==> src/rtl/io_pwm_pkg.sv <==
// Shared register offsets, control bit positions and address decode for io_pwm_bank.
package io_pwm_pkg;

  localparam logic [4:0] OFF_DUTY  = 5'h00;
  localparam logic [4:0] OFF_CTRL  = 5'h10;
  localparam logic [4:0] OFF_PRESC = 5'h11;
  localparam logic [4:0] OFF_COUNT = 5'h12;

  localparam int unsigned CTRL_EN_BIT  = 0;
  localparam int unsigned CTRL_INV_BIT = 1;

  // The register window is 32 bytes on a 32-byte boundary.
  function automatic logic in_window(input logic [15:0] a, input logic [15:0] base);
    return (a & 16'hFFE0) == (base & 16'hFFE0);
  endfunction

endpackage

==> src/rtl/io_pwm_bank_timebase.sv <==
// PWM timebase: prescaler that ticks every PRESC+1 clocks and the free-running PWM counter.
module pwm_timebase #(
  parameter int unsigned PRESC_W = 8,
  parameter int unsigned PWM_W   = 8
) (
  input  logic               clk,
  input  logic               reset_n,
  input  logic [PRESC_W-1:0] presc,
  output logic [PWM_W-1:0]   pwm_ctr,
  output logic               tick,
  output logic               wrap
);

  logic [PRESC_W-1:0] presc_ctr_q, presc_ctr_d;
  logic [PWM_W-1:0]   pwm_ctr_q, pwm_ctr_d;

  assign tick    = (presc_ctr_q == presc);
  // Terminal count; the caller qualifies it with tick to find the wrapping edge.
  assign wrap    = (pwm_ctr_q == {PWM_W{1'b1}});
  assign pwm_ctr = pwm_ctr_q;

  // A prescaler lowered below the running count free-runs through its full range.
  always_comb begin
    presc_ctr_d = presc_ctr_q + PRESC_W'(1);
    pwm_ctr_d   = pwm_ctr_q;
    if (tick) begin
      presc_ctr_d = '0;
      pwm_ctr_d   = pwm_ctr_q + PWM_W'(1);
    end
  end

  always_ff @(posedge clk or negedge reset_n) begin
    if (!reset_n) begin
      presc_ctr_q <= '0;
      pwm_ctr_q   <= '0;
    end else begin
      presc_ctr_q <= presc_ctr_d;
      pwm_ctr_q   <= pwm_ctr_d;
    end
  end

endmodule

==> src/rtl/io_pwm_bank.sv <==
// Memory-mapped PWM bank on the 65C02 bus: duty/control registers, read mux, PWM outputs.
// Define IO_PWM_SHADOW_EN to double-buffer DUTY writes until the next period wrap.
module io_pwm_bank
  import io_pwm_pkg::*;
#(
  parameter logic [15:0] BASE_ADDR = 16'hFF00,
  parameter int unsigned NUM_CH    = 3,
  parameter int unsigned PWM_W     = 8,
  parameter int unsigned PRESC_W   = 8
) (
  input  logic              clk,
  input  logic              reset_n,
  input  logic [15:0]       addr,
  input  logic [7:0]        data_in,
  input  logic              write_enable,
  output logic [7:0]        data_out,
  output logic              sel,
  output logic [NUM_CH-1:0] pwm_out,
  output logic              period_start
);

  logic [PWM_W-1:0]   duty_act_q [NUM_CH];
  logic [PWM_W-1:0]   duty_act_d [NUM_CH];
  logic [PWM_W-1:0]   duty_rd    [NUM_CH];
  logic               en_q, en_d;
  logic               inv_q, inv_d;
  logic [PRESC_W-1:0] presc_q, presc_d;
  logic [7:0]         data_out_q, data_out_d;
  logic               sel_q, sel_d;
  logic [NUM_CH-1:0]  pwm_out_q, pwm_out_d;
  logic               period_start_q, period_start_d;

  logic [PWM_W-1:0]   pwm_ctr;
  logic               tick, wrap, load;
  logic               hit, wr;
  logic [4:0]         off;

  assign hit  = in_window(addr, BASE_ADDR);
  assign off  = addr[4:0];
  assign wr   = hit & write_enable;
  assign load = tick & wrap;

  pwm_timebase #(
    .PRESC_W (PRESC_W),
    .PWM_W   (PWM_W)
  ) u_timebase (
    .clk     (clk),
    .reset_n (reset_n),
    .presc   (presc_q),
    .pwm_ctr (pwm_ctr),
    .tick    (tick),
    .wrap    (wrap)
  );

  always_comb begin
    en_d    = en_q;
    inv_d   = inv_q;
    presc_d = presc_q;
    if (wr && off == OFF_CTRL) begin
      en_d  = data_in[CTRL_EN_BIT];
      inv_d = data_in[CTRL_INV_BIT];
    end
    if (wr && off == OFF_PRESC) begin
      presc_d = PRESC_W'(data_in);
    end
  end

`ifdef IO_PWM_SHADOW_EN
  logic [PWM_W-1:0] duty_shd_q [NUM_CH];
  logic [PWM_W-1:0] duty_shd_d [NUM_CH];

  assign duty_rd = duty_shd_q;

  // The active copy takes the shadow as it stood before any same-cycle write.
  always_comb begin
    duty_act_d = duty_act_q;
    duty_shd_d = duty_shd_q;
    if (load) begin
      duty_act_d = duty_shd_q;
    end
    for (int i = 0; i < NUM_CH; i++) begin
      if (wr && off == OFF_DUTY + 5'(i)) begin
        duty_shd_d[i] = data_in[PWM_W-1:0];
      end
    end
  end

  always_ff @(posedge clk or negedge reset_n) begin
    if (!reset_n) begin
      for (int i = 0; i < NUM_CH; i++) begin
        duty_shd_q[i] <= '0;
      end
    end else begin
      duty_shd_q <= duty_shd_d;
    end
  end
`else
  assign duty_rd = duty_act_q;

  always_comb begin
    duty_act_d = duty_act_q;
    for (int i = 0; i < NUM_CH; i++) begin
      if (wr && off == OFF_DUTY + 5'(i)) begin
        duty_act_d[i] = data_in[PWM_W-1:0];
      end
    end
  end
`endif

  // Read data reflects register state before any write committed on the same edge.
  always_comb begin
    data_out_d = 8'h00;
    if (hit) begin
      case (off)
        OFF_CTRL: begin
          data_out_d[CTRL_EN_BIT]  = en_q;
          data_out_d[CTRL_INV_BIT] = inv_q;
        end
        OFF_PRESC: data_out_d = 8'(presc_q);
        OFF_COUNT: data_out_d = 8'(pwm_ctr);
        default: begin
          for (int i = 0; i < NUM_CH; i++) begin
            if (off == OFF_DUTY + 5'(i)) begin
              data_out_d = 8'(duty_rd[i]);
            end
          end
        end
      endcase
    end
  end

  always_comb begin
    for (int i = 0; i < NUM_CH; i++) begin
      pwm_out_d[i] = (en_q & (pwm_ctr < duty_act_q[i])) ^ inv_q;
    end
    sel_d          = hit;
    period_start_d = load;
  end

  always_ff @(posedge clk or negedge reset_n) begin
    if (!reset_n) begin
      for (int i = 0; i < NUM_CH; i++) begin
        duty_act_q[i] <= '0;
      end
      en_q           <= 1'b0;
      inv_q          <= 1'b0;
      presc_q        <= '0;
      data_out_q     <= 8'h00;
      sel_q          <= 1'b0;
      pwm_out_q      <= '0;
      period_start_q <= 1'b0;
    end else begin
      duty_act_q     <= duty_act_d;
      en_q           <= en_d;
      inv_q          <= inv_d;
      presc_q        <= presc_d;
      data_out_q     <= data_out_d;
      sel_q          <= sel_d;
      pwm_out_q      <= pwm_out_d;
      period_start_q <= period_start_d;
    end
  end

  assign data_out     = data_out_q;
  assign sel          = sel_q;
  assign pwm_out      = pwm_out_q;
  assign period_start = period_start_q;

endmodule

==> config.mk <==
export PLATFORM = sky130hd
export DESIGN_NAME = io_pwm_bank
export DESIGN_NICKNAME = d
export VERILOG_FILES = /design/src/rtl/io_pwm_pkg.sv /design/src/rtl/io_pwm_bank_timebase.sv /design/src/rtl/io_pwm_bank.sv
export SDC_FILE = /design/constraint.sdc
export NUM_CORES = 1
export LEC_CHECK = 0
export BUFFER_PORTS_ARGS = -buffer_cell sky130_fd_sc_hd__buf_4
export CAP_MARGIN = 40
export CORE_UTILIZATION = 50
export DETAILED_ROUTE_END_ITERATION = 10
export MAX_ROUTING_LAYER = met4
export PLACE_DENSITY_LB_ADDON = 0.08
export SYNTH_ARGS = -nofsm -noshare
export SYNTH_HDL_FRONTEND = slang
export SYNTH_SLANG_ARGS = --single-unit
==> constraint.sdc <==
create_clock -name clk -period 3 [get_ports clk]
set_input_delay 0.15 -clock clk [delete_from_list [all_inputs] [get_ports clk]]
set_output_delay 0.15 -clock clk [all_outputs]
set_load 0.02 [all_outputs]
==> impl_metrics.ini, run 1 <==
[pwr]
irDropWorstVdd_v = 0.000380
combPwrFrac_pct = 21.5
seqPwrFrac_pct = 48.7
p_int_w = 0.00145
power_density_nw_per_um2 = 541
power.switching_w = 0.000700
power_switching_share_pct = 32.6
leakage_nw = 1.90
clkPwrFrac_pct = 29.8

[die]
coreArea_sq_um = 6490
num_rows = 29
ios = 40
initial_core_util_pct = 53.0
fp.dieH_microns = 85.0
die_area_sq_um = 7220
die_w_microns = 85.0

[timing]
fin_crit_sh_pct = 64.7
min_period_ns = 1.94
maxSlewViolCount = 0
fin_skew_ns = 0.00834
fin_setup_tns_ns = 0
worst_pin_slew_ns = 0.934
fmax_mhz = 515
postLayoutSetupSlackWorst_ns = 1.06
hold_viol_final = 0
rsz0062_at_grt = false
setup_viol = 0
slew_headroom_pct = 37.3

[synthesis]
synthCells = 319
synth_top_area_share_pct = 45.8
synth_compound_area_share_pct = 10.6
ys.warnings.count = 0
netlist_area_sq_um = 3440
yosys.area_share.simple_pct = 13.5
synthMuxAreaShare_pct = 11.3
synth-async-reset-ratio_pct = 100
ys_seq_elements = 63
syn_avg_cell_area_sq_um = 10.8
synth_edf_count = 0
synth-seq-area-share_pct = 45.8
synth_xor_xnor_area_share_pct = 6.11
synth_top_family_by_area = simple AND/OR/NAND/NOR gates
synthAdderAreaFrac_pct = 8.36
synth_cell_types = 39
ys.flop_type = dfrtp_1
netlist_top_cells_area = dfrtp_1 46%, ha_1 8.4%, mux2_2 7.2%
yosysTopAreaCell = dfrtp_1
synth_nets = 369

[clock_tree]
clk_path_buf_depth = 2
cts_max_level = 3
clkLatencyLatePin_ns = 0.35
cts_buffers = 9
post-cts-setup-buffers = 0
clk_pin_slew_worst_paths_ns = 0.07
root_buffer = clkbuf_8
cts.sinks = 63
cts_tree = done

[cells_and_area]
antenna_cells = 0
layout-drive-gt1-share_pct = 25.8
area_growth_pct = 15.3
nNetsFinal = 411
fill_cells = 548

[routing]
wl_met3_microns = 472
ant_nets = 0
top_layer = met4
vias_per_cell = 5.84
vias = 2582
drt-pass1-iter-count = 6
wl_per_cell_microns = 18.5
met2_length_microns = 3740
drtIter0Drc = 135
wl_met1_microns = 3820
post-route-drc-count = 0
wirelength_microns = 8180

[critical_path]
startpoint_type = flip-flop
required_ns = 3.27
critPathMaxStageDelay_ns = 0.56
worstPathCellList = ha_1, a211oi_1, o21ai_0, a221oi_1, xor2_1
crit_type = reg -> reg
crit_fanout = 9
worstPathArrival_ns = 2.21
endpoint_kind = flip-flop
critPathSlowestCell = dfrtp_1

[job]
cap_violations = 0

[grt]
grt_max_degree = 64
grt_usage_pct = 26.4
grt_pass1_wl_microns = 13700
grt_pass1_vias = 2554
grt_overflow_total = 0
antenna_found_initial = 0

[place]
place_congestion = 0.864
pre_cts_ws_ns = 0.783
port_buffers = 39
dp_hpwl_microns = 5920

[outcome]
outcome = finished, final reports clean

[hold_path]
hp-class = in -> reg
[routing by layer]
metal | vias to the layer above | GRT usage, %
li1 | 1223 | -
met5 | - | -
met4 | 0 | 10.8
met3 | 16 | 7.10
met2 | 82 | 38.3
met1 | 1261 | 35.2
[what timing repair did]
| item | 4_1_cts | 5_1_grt |
|---|---|---|
| gates resized for setup | 0 | 0 |
| hold buffers | 1 | 0 |
| endpoints found under the hold margin | 63 | 0 |
[final timing paths]
kind	start	end	slack, ns	cells past startpoint
max in group asynchronous	reset_n	duty_act_q[1]	2.05	2
setup reg to reg	u_timebase.pwm_ctr[1]	pwm_out[2]	1.06	5
hold reg to reg	duty_act_q[5]	duty_act_q[5]	0.54	1
min in group asynchronous	reset_n	sel	0.42	2
hold / removal	data_in[5]	duty_act_q[13]	0.06	3
setup / recovery	u_timebase.pwm_ctr[1]	pwm_out[2]	1.06	5
[cells by family (layout without fill, tap and decap cells)]
group / after synthesis / in the layout
AND/OR/NAND/NOR: 86 / 86
flip-flops: 63 / 63
AO/OA/AOI/OAI: 54 / 54
buffers and inverters: 37 / 83
multiplexers: 32 / 32
XOR/XNOR: 24 / 24
adder cells (fa/ha/maj): 23 / 23
[worst max-delay path: cells and delay by family, from the launching register on]
family	cells	cell delay, ns
adder cells (fa/ha/maj)	1	0.31
AO/OA/AOI/OAI	3	0.82
flip-flops	1	0.56
XOR/XNOR	1	0.18
[through the flow]
step / utilization [%] / std cells / instance area (sq um) / total power [W] / hold slack (ns)
global placement: 58.4 / 426 / 3790 / 0.00151 / 0.283
floorplan: - / 319 / 3440 / 0.00133 / -0.146
global route: 61.1 / 442 / 3970 / 0.00230 / 0.0644
detailed placement: 58.4 / 426 / 3790 / 0.00152 / 0.283
CTS: 61.1 / 442 / 3970 / 0.00216 / 0.0524
finish: 61.1 / 442 / 3970 / 0.00215 / 0.0604
[registers in the layout (all words and copies together) (netlist names)]
name                    cells
sel                         1
u_timebase.presc_ctr_q      8
data_out                    8
period_start                1
inv_q                       1
u_timebase.pwm_ctr          8
presc_q                     8
duty_act_q                 24
pwm_out                     3
en_q                        1
[cells in the mapped netlist, drive strengths merged (2+ instances only)]
library cell and count:
mux2i 2, ha 23, nand2b 7, mux2 30
o21ai 24, clkbuf 6, nor2 29, nor3 3
o22ai 2, and4 3, a221oi 3, and3 6
o2bb2ai 6, a22oi 2, dfrtp 63, nand2 16
a21oi 3, and2 2, or3 2, a211oi 6
xor2 9, a311oi 2, buf 5, nand4 8
inv 25, nand3 7, a222oi 6, xnor2 15
[layout make-up]
class,instances,area (sq um),share of cell area (%)
clock buffers,11,141,3.56
repair buffers,42,318,8.01
multi-input cells,219,1720,43.2
inverters,26,97.6,2.46
flip-flops and latches,63,1580,39.7
well taps,77,96.3,2.43
clock inverters,4,22.5,0.568
[power groups by stage]
stage,logic [W],clock network (W),registers [W]
6_report,0.000462,0.000639,0.00105
4_1_cts,0.000464,0.000649,0.00105
3_3_place_gp,0.000446,0,0.00106
3_5_place_dp,0.000458,0,0.00106
5_1_grt,0.000548,0.000688,0.00106
2_1_floorplan,0.000340,0,0.000993
[placed cells by master (no fill, tap or decap), types with 4 or more instances in the layout]
cell,Yosys,layout
dfrtp_1,63,63
buf_4,0,41
nor2_1,29,29
inv_1,25,25
o21ai_0,24,24
ha_1,23,23
mux2_2,22,22
xnor2_1,15,15
nand2_1,14,14
clkbuf_8,0,10
xor2_1,9,9
nand4_1,8,8
mux2_4,8,8
nand3_1,7,7
nand2b_1,7,7
o2bb2ai_1,6,6
a222oi_1,6,6
a211oi_1,6,6
and3_1,4,4
(Power assumes the default switching activity.)
==> run 2: changes to the inputs <==
==> constraint.sdc (replaced) <==
create_clock -name clk -period 1.67 [get_ports clk]
set_input_delay 0.0835 -clock clk [delete_from_list [all_inputs] [get_ports clk]]
set_output_delay 0.0835 -clock clk [all_outputs]
set_load 0.02 [all_outputs]
==> impl_metrics.ini, run 2 (synthesized netlist as in run 1, its figures left out) <==
[cells_and_area]
final_core_util_pct = 68.3
mostFrequentLayoutCells = 66 x buf_4, 60 x dfrtp_1, 28 x nor2_1, 24 x inv_1, 22 x mux2_2
seqCellArea_sq_um = 1580
regMostFlops = duty_act_q
nNetsFinal = 446
multiInputGateArea_sq_um = 1820
largest_reg_flops = 24
layout-drive-gt1-share_pct = 35.3
final_common_cell = buf_4
fill_cells = 491
antenna_cells = 0
stdcell_count = 477
area_growth_pct = 28.9

[die]
die_area_sq_um = 7220
fp.dieH_microns = 85.0
ios = 40
initial_core_util_pct = 53.0
die_w_microns = 85.0
num_rows = 29
coreArea_sq_um = 6490

[routing]
drt-pass1-iter-count = 8
wirelength_microns = 8950
post-route-drc-count = 2
ant_nets = 0
wl_per_cell_microns = 18.8
drtIter0Drc = 184
vias = 2731
vias_per_cell = 5.73

[place]
place_congestion = 0.861
port_buffers = 39
place_inst = 454
dp_hpwl_microns = 6270

[clock_tree]
cts_buffers = 9
clkLatencyLatePin_ns = 0.35
cts.sinks = 63
cts_max_level = 3
clk_path_buf_depth = 2
clk_pin_slew_worst_paths_ns = 0.07
root_buffer = clkbuf_8
cts_tree = done

[pwr]
p_total_w = 0.00461
irDropWorstVdd_v = 0.000607
power.switching_w = 0.00144
leakage_nw = 2.11
combPwrFrac_pct = 28.0
p_int_w = 0.00316
seqPwrFrac_pct = 39.8
power_switching_share_pct = 31.3
clkPwrFrac_pct = 32.2
power_density_nw_per_um2 = 1040

[grt]
grt_pass1_wl_microns = 14200
grt_overflow_total = 0
antenna_found_initial = 0
grt_usage_pct = 27.6
grt_pass1_vias = 2722
grt_max_degree = 36

[outcome]
outcome = finished, violations left
violations = design-rule violations

[timing]
fin_crit_sh_pct = 99.2
min_period_ns = 1.66
hold_viol_final = 0
fin_setup_tns_ns = 0
worst_pin_slew_ns = 0.531
holdWs_ns = 0.0108
fin_skew_ns = 0.00807
fmax_mhz = 604
rsz0062_at_grt = true
slew_headroom_pct = 64.3
setup_viol = 0
maxSlewViolCount = 0

[critical_path]
r2r-end = pwm_out[2]
worstReg2RegStart = u_timebase.pwm_ctr[1]
reg2reg_slack_ns = 0.01
ff2ff_path_depth = 5
startpoint_type = flip-flop
crit_fanout = 5
required_ns = 1.95
worstPathArrival_ns = 1.93
crit_type = reg -> reg
endpoint_kind = flip-flop

[hold_path]
hp-class = in -> reg
min_path_cells = 2
whs_endpoint = duty_act_q[22]
min-delay-start = data_in[6]

[job]
cap_violations = 0
run 2: area by class of cell:
cell class | instances | area share, %
tap | 77 | 2.17
timing repair buffer | 77 | 14.2
multi-input combinational | 219 | 41.1
clock inverter | 4 | 1.58
clock buffer | 11 | 3.19
sequential | 63 | 35.6
inverter | 26 | 2.20
run 2: worst max-delay path by stage:
| stage | start | to | slack [ns] | cells past startpoint |
|---|---|---|---|---|
| 2_1_floorplan | addr[6] | duty_act_q[16] | -0.08 | 6 |
| 3_3_place_gp | u_timebase.pwm_ctr[1] | pwm_out[1] | -0.21 | 5 |
| 3_5_place_dp | u_timebase.pwm_ctr[1] | pwm_out[1] | -0.23 | 5 |
| 4_1_cts | u_timebase.pwm_ctr[1] | pwm_out[2] | -0.01 | 5 |
| 5_1_grt | u_timebase.pwm_ctr[1] | pwm_out[2] | -0.08 | 5 |
| 6_report | u_timebase.pwm_ctr[1] | pwm_out[2] | 0.01 | 5 |
run 2: power by group through the flow:
stage	clock network [W]	registers [W]	logic (W)
floorplan	0	0.00178	0.000612
global placement	0	0.00184	0.00101
detailed placement	0	0.00185	0.00104
CTS	0.00149	0.00182	0.00118
global route	0.00157	0.00184	0.00145
finish	0.00148	0.00183	0.00129
run 2: routing by layer:
layer	track usage [%]	part of all wire, %	up-vias
li1	-	-	1290
met1	36.9	46	1342
met2	41.3	47	85
met3	5.64	5.1	14
met4	10.9	2.1	0
met5	-	0	-
run 2: through the flow:
| step | setup WS (ns) | area (sq um) |
|---|---|---|
| finish | 0.0136 | 4440 |
| global route | -0.0846 | 4440 |
| CTS | -0.0113 | 4380 |
| detailed placement | -0.227 | 4040 |
| global placement | -0.212 | 4040 |
| floorplan | -0.0800 | 3450 |
run 2: worst max-delay path, cell delays in order (launching register included):
cell	delay, ns
dfrtp_2	0.49
ha_4	0.24
a211oi_2	0.27
o21ai_1	0.13
a221oi_2	0.28
xor2_1	0.16
run 2: timing repair:
item | in CTS | in global routing
endpoints found under the hold margin | 37 | 0
pin swaps | 7 | 9
resized for setup | 13 | 12
setup endpoints to repair | 3 | 7
buffers inserted | 1 | 0
hold buffers | 7 | 0
==> run 3: changes to the inputs <==
--- a/config.mk
+++ b/config.mk
@@ -7,10 +7,12 @@
 export LEC_CHECK = 0
 export BUFFER_PORTS_ARGS = -buffer_cell sky130_fd_sc_hd__buf_4
 export CAP_MARGIN = 40
+export CORE_MARGIN = 10
 export CORE_UTILIZATION = 50
 export DETAILED_ROUTE_END_ITERATION = 10
 export MAX_ROUTING_LAYER = met4
 export PLACE_DENSITY_LB_ADDON = 0.08
 export SYNTH_ARGS = -nofsm -noshare
 export SYNTH_HDL_FRONTEND = slang
+export SYNTH_HIERARCHICAL = 1
 export SYNTH_SLANG_ARGS = --single-unit
==> impl_metrics.ini, run 3 <==
[synthesis]
synthCells = 306
synth_most_common_cell = dfrtp_1
synth_top_area_share_pct = 45.4
synth-seq-area-share_pct = 45.4
ys_seq_elements = 63
syn_avg_cell_area_sq_um = 11.4
ys.flop_type = dfrtp_1
synth-async-reset-ratio_pct = 100
synth_nets = 356
yosys-top-cells-count = 63 x dfrtp_1, 36 x mux2_2, 25 x inv_1
netlist_top_cells_area = dfrtp_1 45%, mux2_2 12%, ha_1 8.3%
netlist_area_sq_um = 3470
synth_cell_types = 45
synth_edf_count = 0
ys.warnings.count = 6
yosysTopAreaCell = dfrtp_1

[die]
fp.dieH_microns = 103
die_area_sq_um = 10700
ios = 40
num_rows = 30
die_w_microns = 103
coreArea_sq_um = 6760
initial_core_util_pct = 51.4

[critical_path]
worstPathArrival_ns = 1.83
endpoint_kind = flip-flop
startpoint_type = flip-flop
critPathSlowestCell = dfrtp_1
critPathMaxStageDelay_ns = 0.44
path_delay_family = compound AO/OA/AOI/OAI gates
required_ns = 1.88
worstPathCellList = buf_4, ha_1, a211oi_1, o31ai_2, xnor2_1
critical_path_buf_inv_count = 1
crit_type = reg -> reg
crit_fanout = 3

[timing]
hold_viol_final = 0
fin_setup_tns_ns = 0
fin_skew_ns = 0.00601
worst_pin_slew_ns = 0.419
rsz0062_at_grt = true
maxSlewViolCount = 0
fin_crit_sh_pct = 96.8
min_period_ns = 1.62
slew_headroom_pct = 72.1
fmax_mhz = 619
setup_viol = 0

[pwr]
leakage_nw = 2.03
irDropWorstVdd_v = 0.000576
power_density_nw_per_um2 = 1020
p_total_w = 0.00444

[cells_and_area]
area_growth_pct = 25.6
regMostFlops = duty_act_q
mostFrequentLayoutCells = 70 x buf_4, 61 x dfrtp_1, 36 x mux2_2, 24 x inv_1, 21 x nor2_1
layout-drive-gt1-share_pct = 39.0
multiInputGateArea_sq_um = 1870
fill_cells = 571
antenna_cells = 0
final_common_cell = buf_4
seqCellArea_sq_um = 1580
nNetsFinal = 431
largest_reg_flops = 24

[outcome]
outcome = finished, final reports clean

[grt]
grt_overflow_total = 0
grt_pass1_wl_microns = 14800
grt_max_degree = 43
grt_usage_pct = 19.1
grt_pass1_vias = 2881
antenna_found_initial = 0

[clock_tree]
cts_tree = done
root_buffer = clkbuf_8
cts_max_level = 3
clkLatencyLatePin_ns = 0.34
clk_path_buf_depth = 2
cts.sinks = 63
cts_buffers = 9
clk_pin_slew_worst_paths_ns = 0.07

[routing]
vias_per_cell = 5.70
wirelength_microns = 8990
ant_nets = 0
wl_per_cell_microns = 19.3
post-route-drc-count = 0
drt-pass1-iter-count = 4
vias = 2652
drtIter0Drc = 125

[job]
cap_violations = 0

[hold_path]
hp-class = in -> reg

[place]
dp_hpwl_microns = 6800
port_buffers = 39
place_congestion = 0.854
## run 3: kinds of logic after synthesis
group	synth area share [%]
simple gates	11.9
flops	45.4
compound gates	10.3
mux	14.3
buf+inv	3.82
xor+xnor	6.01
fa+ha+maj	8.28
## run 3: final timing paths
| check | start | to | slack, ns | cells after the start |
|---|---|---|---|---|
| min in group asynchronous | reset_n | pwm_out[0] | 0.18 | 2 |
| worst min-delay path | data_in[2] | duty_act_q[18] | 0.01 | 2 |
| worst min register to register | u_timebase/presc_ctr_q[0] | u_timebase/presc_ctr_q[0] | 0.50 | 1 |
| worst max register to register | u_timebase/pwm_ctr[7] | pwm_out[2] | 0.05 | 5 |
| max in group asynchronous | reset_n | u_timebase/pwm_ctr[4] | 0.96 | 3 |
| worst max-delay path | u_timebase/pwm_ctr[7] | pwm_out[2] | 0.05 | 5 |
## run 3: layer usage
layer  track usage (%)  up-vias  share of wire [%]
met5                 -        -                  0
met4              8.56        0                2.0
met3              4.05       14                5.7
met2              29.1       82                 48
met1              24.1     1304                 45
li1                  -     1252                  -
## run 3: through the flow
stage               hold slack [ns]  std cells  utilization (%)  setup slack [ns]  area, sq um
floorplan                    -0.212        306                -            0.0342         3470
global placement           -0.00393        444             60.0            -0.164         4050
detailed placement          0.00524        444             60.0            -0.208         4050
CTS                         0.00376        463             63.1            0.0118         4270
global route                 0.0157        465             64.6           0.00972         4360
finish                       0.0124        465             64.6            0.0534         4360
## run 3: layout make-up
cell class,count,area share (%)
clock buffers,11,3.01
inverters,25,2.15
flip-flops and latches,63,36.2
multi-input cells,209,42.8
well taps,80,2.29
repair buffers,73,13.0
clock inverters,4,0.545
## run 3: repair_timing
item	in CTS	in global routing
hold buffers	2	0
setup endpoints to repair	3	4
buffers inserted	2	2
resized for setup	7	16
endpoints found under the hold margin	64	0
pin swaps	3	9
## run 3: where the power goes
part           total (W)  leakage [nW]  internal, W  switching (W)
registers        0.00179         0.863      0.00163       0.000163
logic            0.00155          1.08     0.000776       0.000775
clock network    0.00110        0.0829     0.000525       0.000571
